File: src/rtl/mem_port_arbiter_pkg.sv
// Shared encodings for the memory port arbiter: FSM states, grant owner, wait-counter width.
// Also holds the IDLE-state arbitration rule so the priority policy lives in one place.
package mem_port_arbiter_pkg;

    typedef enum logic [1:0] {
        ST_IDLE   = 2'd0,
        ST_ACCESS = 2'd1,
        ST_WAIT   = 2'd2,
        ST_DONE   = 2'd3
    } state_t;

    typedef enum logic [1:0] {
        GNT_NONE = 2'd0,
        GNT_CPU  = 2'd1,
        GNT_EXT  = 2'd2
    } gnt_t;

    // Wide enough for MEM_LAT-1 with MEM_LAT up to 7.
    localparam int CNT_W = 3;

    // cpu_elig already folds in ext_hold; CPU wins a tie.
    function automatic gnt_t arb_idle(input logic cpu_elig, input logic ext_req);
        gnt_t g;
        g = GNT_NONE;
        if (cpu_elig) begin
            g = GNT_CPU;
        end else if (ext_req) begin
            g = GNT_EXT;
        end
        return g;
    endfunction

endpackage

File: src/rtl/mem_port_arbiter.sv
// Two-requester single-port memory arbiter: write acks 2 cycles after request, reads 2+MEM_LAT.
// Requesters hold req until their one-cycle ack; cpu_stall freezes the CPU FSM meanwhile.
module mem_port_arbiter
    import mem_port_arbiter_pkg::*;
#(
    parameter int ADDR_W  = 16,
    parameter int DATA_W  = 16,
    parameter int MEM_LAT = 1
) (
    input  logic              clk,
    input  logic              rst_n,
    input  logic              cpu_req,
    input  logic              cpu_we,
    input  logic [ADDR_W-1:0] cpu_addr,
    input  logic [DATA_W-1:0] cpu_wdata,
    output logic [DATA_W-1:0] cpu_rdata,
    output logic              cpu_ack,
    output logic              cpu_stall,
    input  logic              ext_req,
    input  logic              ext_we,
    input  logic [ADDR_W-1:0] ext_addr,
    input  logic [DATA_W-1:0] ext_wdata,
    output logic [DATA_W-1:0] ext_rdata,
    output logic              ext_ack,
    input  logic              ext_hold,
    output logic              mem_en,
    output logic              mem_we,
    output logic [ADDR_W-1:0] mem_addr,
    output logic [DATA_W-1:0] mem_wdata,
    input  logic [DATA_W-1:0] mem_rdata
);

    localparam logic [CNT_W-1:0] CNT_LAST = CNT_W'(MEM_LAT - 1);

    state_t            state_q, state_d;
    gnt_t              gnt_q, gnt_d;
    gnt_t              nxt_gnt;
    logic [CNT_W-1:0]  cnt_q, cnt_d;
    logic              mem_en_q, mem_en_d;
    logic              mem_we_q, mem_we_d;
    logic [ADDR_W-1:0] mem_addr_q, mem_addr_d;
    logic [DATA_W-1:0] mem_wdata_q, mem_wdata_d;
    logic              cpu_ack_q, cpu_ack_d;
    logic              ext_ack_q, ext_ack_d;
    logic [DATA_W-1:0] cpu_rdata_q, cpu_rdata_d;
    logic [DATA_W-1:0] ext_rdata_q, ext_rdata_d;
    logic              cpu_elig;

    assign cpu_elig = cpu_req & ~ext_hold;

    always_comb begin
        state_d     = state_q;
        gnt_d       = gnt_q;
        cnt_d       = cnt_q;
        nxt_gnt     = GNT_NONE;
        mem_en_d    = 1'b0;
        mem_we_d    = 1'b0;
        mem_addr_d  = mem_addr_q;
        mem_wdata_d = mem_wdata_q;
        cpu_ack_d   = 1'b0;
        ext_ack_d   = 1'b0;
        cpu_rdata_d = cpu_rdata_q;
        ext_rdata_d = ext_rdata_q;

        case (state_q)
            ST_IDLE: begin
                nxt_gnt = arb_idle(cpu_elig, ext_req);
            end
            ST_ACCESS: begin
                // mem_we_q still carries the latched request direction here.
                if (mem_we_q) begin
                    state_d = ST_DONE;
                end else begin
                    state_d = ST_WAIT;
                    cnt_d   = '0;
                end
            end
            ST_WAIT: begin
                if (cnt_q == CNT_LAST) begin
                    state_d = ST_DONE;
                    if (gnt_q == GNT_CPU) begin
                        cpu_rdata_d = mem_rdata;
                    end else begin
                        ext_rdata_d = mem_rdata;
                    end
                end else begin
                    cnt_d = cnt_q + 1'b1;
                end
            end
            ST_DONE: begin
                // The requester just acked still shows req this cycle; only the other side may chain.
                if (gnt_q == GNT_CPU && ext_req) begin
                    nxt_gnt = GNT_EXT;
                end else if (gnt_q == GNT_EXT && cpu_elig) begin
                    nxt_gnt = GNT_CPU;
                end else begin
                    state_d = ST_IDLE;
                    gnt_d   = GNT_NONE;
                end
            end
            default: begin
                state_d = ST_IDLE;
                gnt_d   = GNT_NONE;
            end
        endcase

        if (nxt_gnt != GNT_NONE) begin
            state_d  = ST_ACCESS;
            gnt_d    = nxt_gnt;
            mem_en_d = 1'b1;
            if (nxt_gnt == GNT_CPU) begin
                mem_we_d    = cpu_we;
                mem_addr_d  = cpu_addr;
                mem_wdata_d = cpu_wdata;
            end else begin
                mem_we_d    = ext_we;
                mem_addr_d  = ext_addr;
                mem_wdata_d = ext_wdata;
            end
        end

        if (state_d == ST_DONE) begin
            cpu_ack_d = (gnt_q == GNT_CPU);
            ext_ack_d = (gnt_q == GNT_EXT);
        end
    end

    always_ff @(posedge clk or negedge rst_n) begin
        if (!rst_n) begin
            state_q     <= ST_IDLE;
            gnt_q       <= GNT_NONE;
            cnt_q       <= '0;
            mem_en_q    <= 1'b0;
            mem_we_q    <= 1'b0;
            mem_addr_q  <= '0;
            mem_wdata_q <= '0;
            cpu_ack_q   <= 1'b0;
            ext_ack_q   <= 1'b0;
            cpu_rdata_q <= '0;
            ext_rdata_q <= '0;
        end else begin
            state_q     <= state_d;
            gnt_q       <= gnt_d;
            cnt_q       <= cnt_d;
            mem_en_q    <= mem_en_d;
            mem_we_q    <= mem_we_d;
            mem_addr_q  <= mem_addr_d;
            mem_wdata_q <= mem_wdata_d;
            cpu_ack_q   <= cpu_ack_d;
            ext_ack_q   <= ext_ack_d;
            cpu_rdata_q <= cpu_rdata_d;
            ext_rdata_q <= ext_rdata_d;
        end
    end

    assign mem_en    = mem_en_q;
    assign mem_we    = mem_we_q;
    assign mem_addr  = mem_addr_q;
    assign mem_wdata = mem_wdata_q;
    assign cpu_ack   = cpu_ack_q;
    assign ext_ack   = ext_ack_q;
    assign cpu_rdata = cpu_rdata_q;
    assign ext_rdata = ext_rdata_q;
    assign cpu_stall = cpu_req & ~cpu_ack_q;

endmodule

File: config.mk
export PLATFORM = sky130hd
export DESIGN_NAME = mem_port_arbiter
export DESIGN_NICKNAME = d
export VERILOG_FILES = /design/src/rtl/mem_port_arbiter_pkg.sv /design/src/rtl/mem_port_arbiter.sv
export SDC_FILE = /design/constraint.sdc
export NUM_CORES = 1
export LEC_CHECK = 0
export CORE_MARGIN = 2
export CORE_UTILIZATION = 30
export DETAILED_ROUTE_END_ITERATION = 6
export HOLD_SLACK_MARGIN = 0.12
export PLACE_DENSITY_LB_ADDON = 0.08
export SKIP_CTS_REPAIR_TIMING = 1
export SLEW_MARGIN = 20
export SYNTH_ARGS = -nofsm -noshare
export SYNTH_HDL_FRONTEND = slang
export SYNTH_SLANG_ARGS = --single-unit
File: constraint.sdc
create_clock -name clk -period 5.8 [get_ports clk]
set_input_delay 0.87 -clock clk [delete_from_list [all_inputs] [get_ports clk]]
set_output_delay 0.87 -clock clk [all_outputs]
set_load 0.02 [all_outputs]
==> flow_metrics.tcl <==
set metrics [dict create \
    status "completed" \
    vias_per_cell 4.91 \
    clock_path_buffers 2 \
    min_path_cells 1 \
    wl_met3_um 865 \
    gp_congestion 0.705 \
    antennaDiodeCount 0 \
    slew_headroom 0.259 \
    peakVddDrop_mv 0.216 \
    wl_um 9240 \
    grt_pass1_wl_um 14800 \
    grt.total_usage 0.152 \
    max_clock_freq_mhz 340 \
    rr_worst_depth 5 \
    max_stage_delay_ns 0.61 \
    fin_nets 499 \
    topRoutingLayerUsed "met4" \
    timing.max_cap.violations 0 \
    critPathSlowestCell "clkdlybuf4s50_1" \
    wl_met2_um 4260 \
    end_kind "output port" \
    worstPathRequired_ns 4.93 \
    synth_cells 256 \
    drc_errors 0 \
    cts_buffers 9 \
    critPathMaxFanout 2 \
    drv_slew 0 \
    insertion_delay_ns 0.34 \
    dp_hpwl_um 6040 \
    internal-power_uw 1950 \
    critical_path_class "input port to output port" \
    setup-tns-final_ns 0 \
    hold_viol_final 0 \
    rsz0062_at_grt "no" \
    crit_chain "clkdlybuf4s50_1 > nor2b_1 > clkdlybuf4s50_1" \
    cts_root_buf "clkbuf_16" \
    cp_common_cell "clkdlybuf4s50_1" \
    arrival_ns 2.07 \
    cts_tree "built" \
    via_count 2718 \
    die_w_um 111 \
    h-tree-depth 3 \
    syn_area_mm2 0.00344 \
    synth_cell_types 36 \
    power_leakage_uw 0.00217 \
    drt-initial-drc-count 86 \
    drive_above_1_share 0.146 \
    final_cells 554 \
    ys_ff_latch 75 \
    coreArea_mm2 0.0113 \
    fp-row-count 39 \
    io_pins 156 \
    dp_cells 538 \
    p_seq_frac 0.299 \
    path_clk_slew_ns 0.06 \
    powerDensity_mw_per_mm2 575 \
    max_slew.worst_pin.slew_ns 1.11 \
    syn_avg_cell_area_um2 13.4 \
    period_share 0.508 \
    clock_sinks 75 \
    skew_ns 0.00797 \
    dr.pass1.iters 4 \
    die_h_um 111 \
    syn_nets 349 \
    m1WireLength_um 3980 \
    combPwrFrac 0.498 \
    p_sw_uw 1140 \
    switching_share 0.368 \
    setup_viol 0 \
    hp-class "flop to flop" \
    yosysWarningCount 0 \
    grt.overflow.total 0 \
    power_frac_clock 0.203 \
    numPortBuffers 155 \
    initial_core_util 0.305 \
    layout_min_cycle_time_ns 2.94 \
    start_kind "input port" \
    wl_per_cell_um 16.7 \
    area_growth_pct 56.1 \
    grt_max_degree 76 \
    utilization 0.476 \
    seq_area_frac_synth 0.546 \
    antenna_found_initial 0 \
    grt_pass1_vias 2886 \
    ant_nets 0 \
    die_area_mm2 0.0123 \
]
cell type report:
type                    count  area [um^2]
fillers                  1025         5910
flip-flops and latches     75         1880
repair buffers            157         1570
multi-input cells         153         1360
clock buffers              11          253
well taps                 143          179
clock inverters             5         85.1
inverters                  10         37.5
final timing paths:
path	start	end	slack, ns
setup / recovery	cpu_req	cpu_stall	2.86
hold / removal	cpu_rdata[14]	cpu_rdata[14]	0.50
setup reg to reg	state_q[0]	ext_rdata[6]	3.31
hold reg to reg	cpu_rdata[14]	cpu_rdata[14]	0.50
max in group asynchronous	rst_n	ext_rdata[0]	4.73
min in group asynchronous	rst_n	cnt_q[0]	0.52
logic make-up after synthesis:
logic type	synth area share
muxes	0.105
buffers and inverters	0.0568
AOI/OAI and AO/OA	0.144
adders and majority gates	0.0218
and+or+nand+nor	0.126
DFF	0.546
power by group through the flow:
stage / logic (uW) / registers [uW] / clock network (uW)
2_1_floorplan: 653 / 1190 / 0
3_3_place_gp: 1540 / 926 / 0
3_5_place_dp: 1560 / 927 / 0
4_1_cts: 1560 / 926 / 647
5_1_grt: 1630 / 960 / 667
6_report: 1530 / 922 / 627
registers in the layout, summed over array words and instances, names as in the netlist:
signal / count
cnt_q: 3
cpu_ack: 1
cpu_rdata: 16
ext_ack: 1
ext_rdata: 16
gnt_q: 2
mem_addr: 16
mem_en: 1
mem_wdata: 16
mem_we: 1
state_q: 2
cell usage after synthesis (all sizes together):
| master | number | area [um^2] |
|---|---|---|
| a2111oi | 1 | 27.5 |
| a21bo | 1 | 10.0 |
| a21oi | 2 | 13.8 |
| a221o | 33 | 330 |
| a2bb2oi | 1 | 8.76 |
| a31oi | 2 | 33.8 |
| a32o | 1 | 10.0 |
| and2 | 2 | 12.5 |
| and4b | 1 | 13.8 |
| buf | 18 | 158 |
| dfrtp | 75 | 1880 |
| ha | 6 | 75.1 |
| inv | 10 | 37.5 |
| mux2 | 32 | 360 |
| nand2 | 6 | 30.0 |
| nand2b | 2 | 12.5 |
| nand3 | 4 | 20.0 |
| nand3b | 2 | 27.5 |
| nand4b | 1 | 8.76 |
| nor2 | 8 | 32.5 |
| nor2b | 2 | 12.5 |
| nor3 | 1 | 5.00 |
| nor3b | 32 | 240 |
| nor4 | 2 | 12.5 |
| o211ai | 1 | 7.51 |
| o21ai | 4 | 20.0 |
| o22ai | 4 | 25.0 |
| o31ai | 1 | 7.51 |
| or3 | 1 | 6.26 |
per-layer routing:
layer	vias up	GRT usage
met5	-	0
met2	110	0.243
met4	0	0.0593
li1	1270	-
met1	1328	0.181
met3	10	0.0662
stage by stage:
step | area, um^2 | hold WS [ns] | total power, uW | setup slack, ns
after detailed placement | 5020 | 0.498 | 2490 | 2.70
final | 5360 | 0.504 | 3080 | 2.86
after CTS | 5360 | 0.511 | 3130 | 2.85
after global routing | 5360 | 0.515 | 3260 | 2.82
after floorplan | 3440 | 0.491 | 1840 | 3.73
after global placement | 5020 | 0.489 | 2470 | 2.69
cells in the final DEF (no fill, tap or decap), types with 2 or more instances in the layout:
master	count
ha_1	6
o21ai_0	4
clkinv_4	2
mux2_2	32
clkbuf_8	2
a221o_1	33
clkdlybuf4s50_1	154
nand2b_1	2
nand2_1	5
nand3_1	4
nor2b_1	2
and2_1	2
nor3b_1	32
dfrtp_1	75
inv_1	10
buf_4	2
nor2_1	7
clkbuf_16	9
bufinv_16	2
nor4_1	2
o22ai_1	4
worst max-delay path: cells and delay by family:
kind,cells,cell delay (ns)
buffers and inverters,2,1.08
and+or+nand+nor,1,0.13
Note: power is estimated with default switching activity, not from simulation.
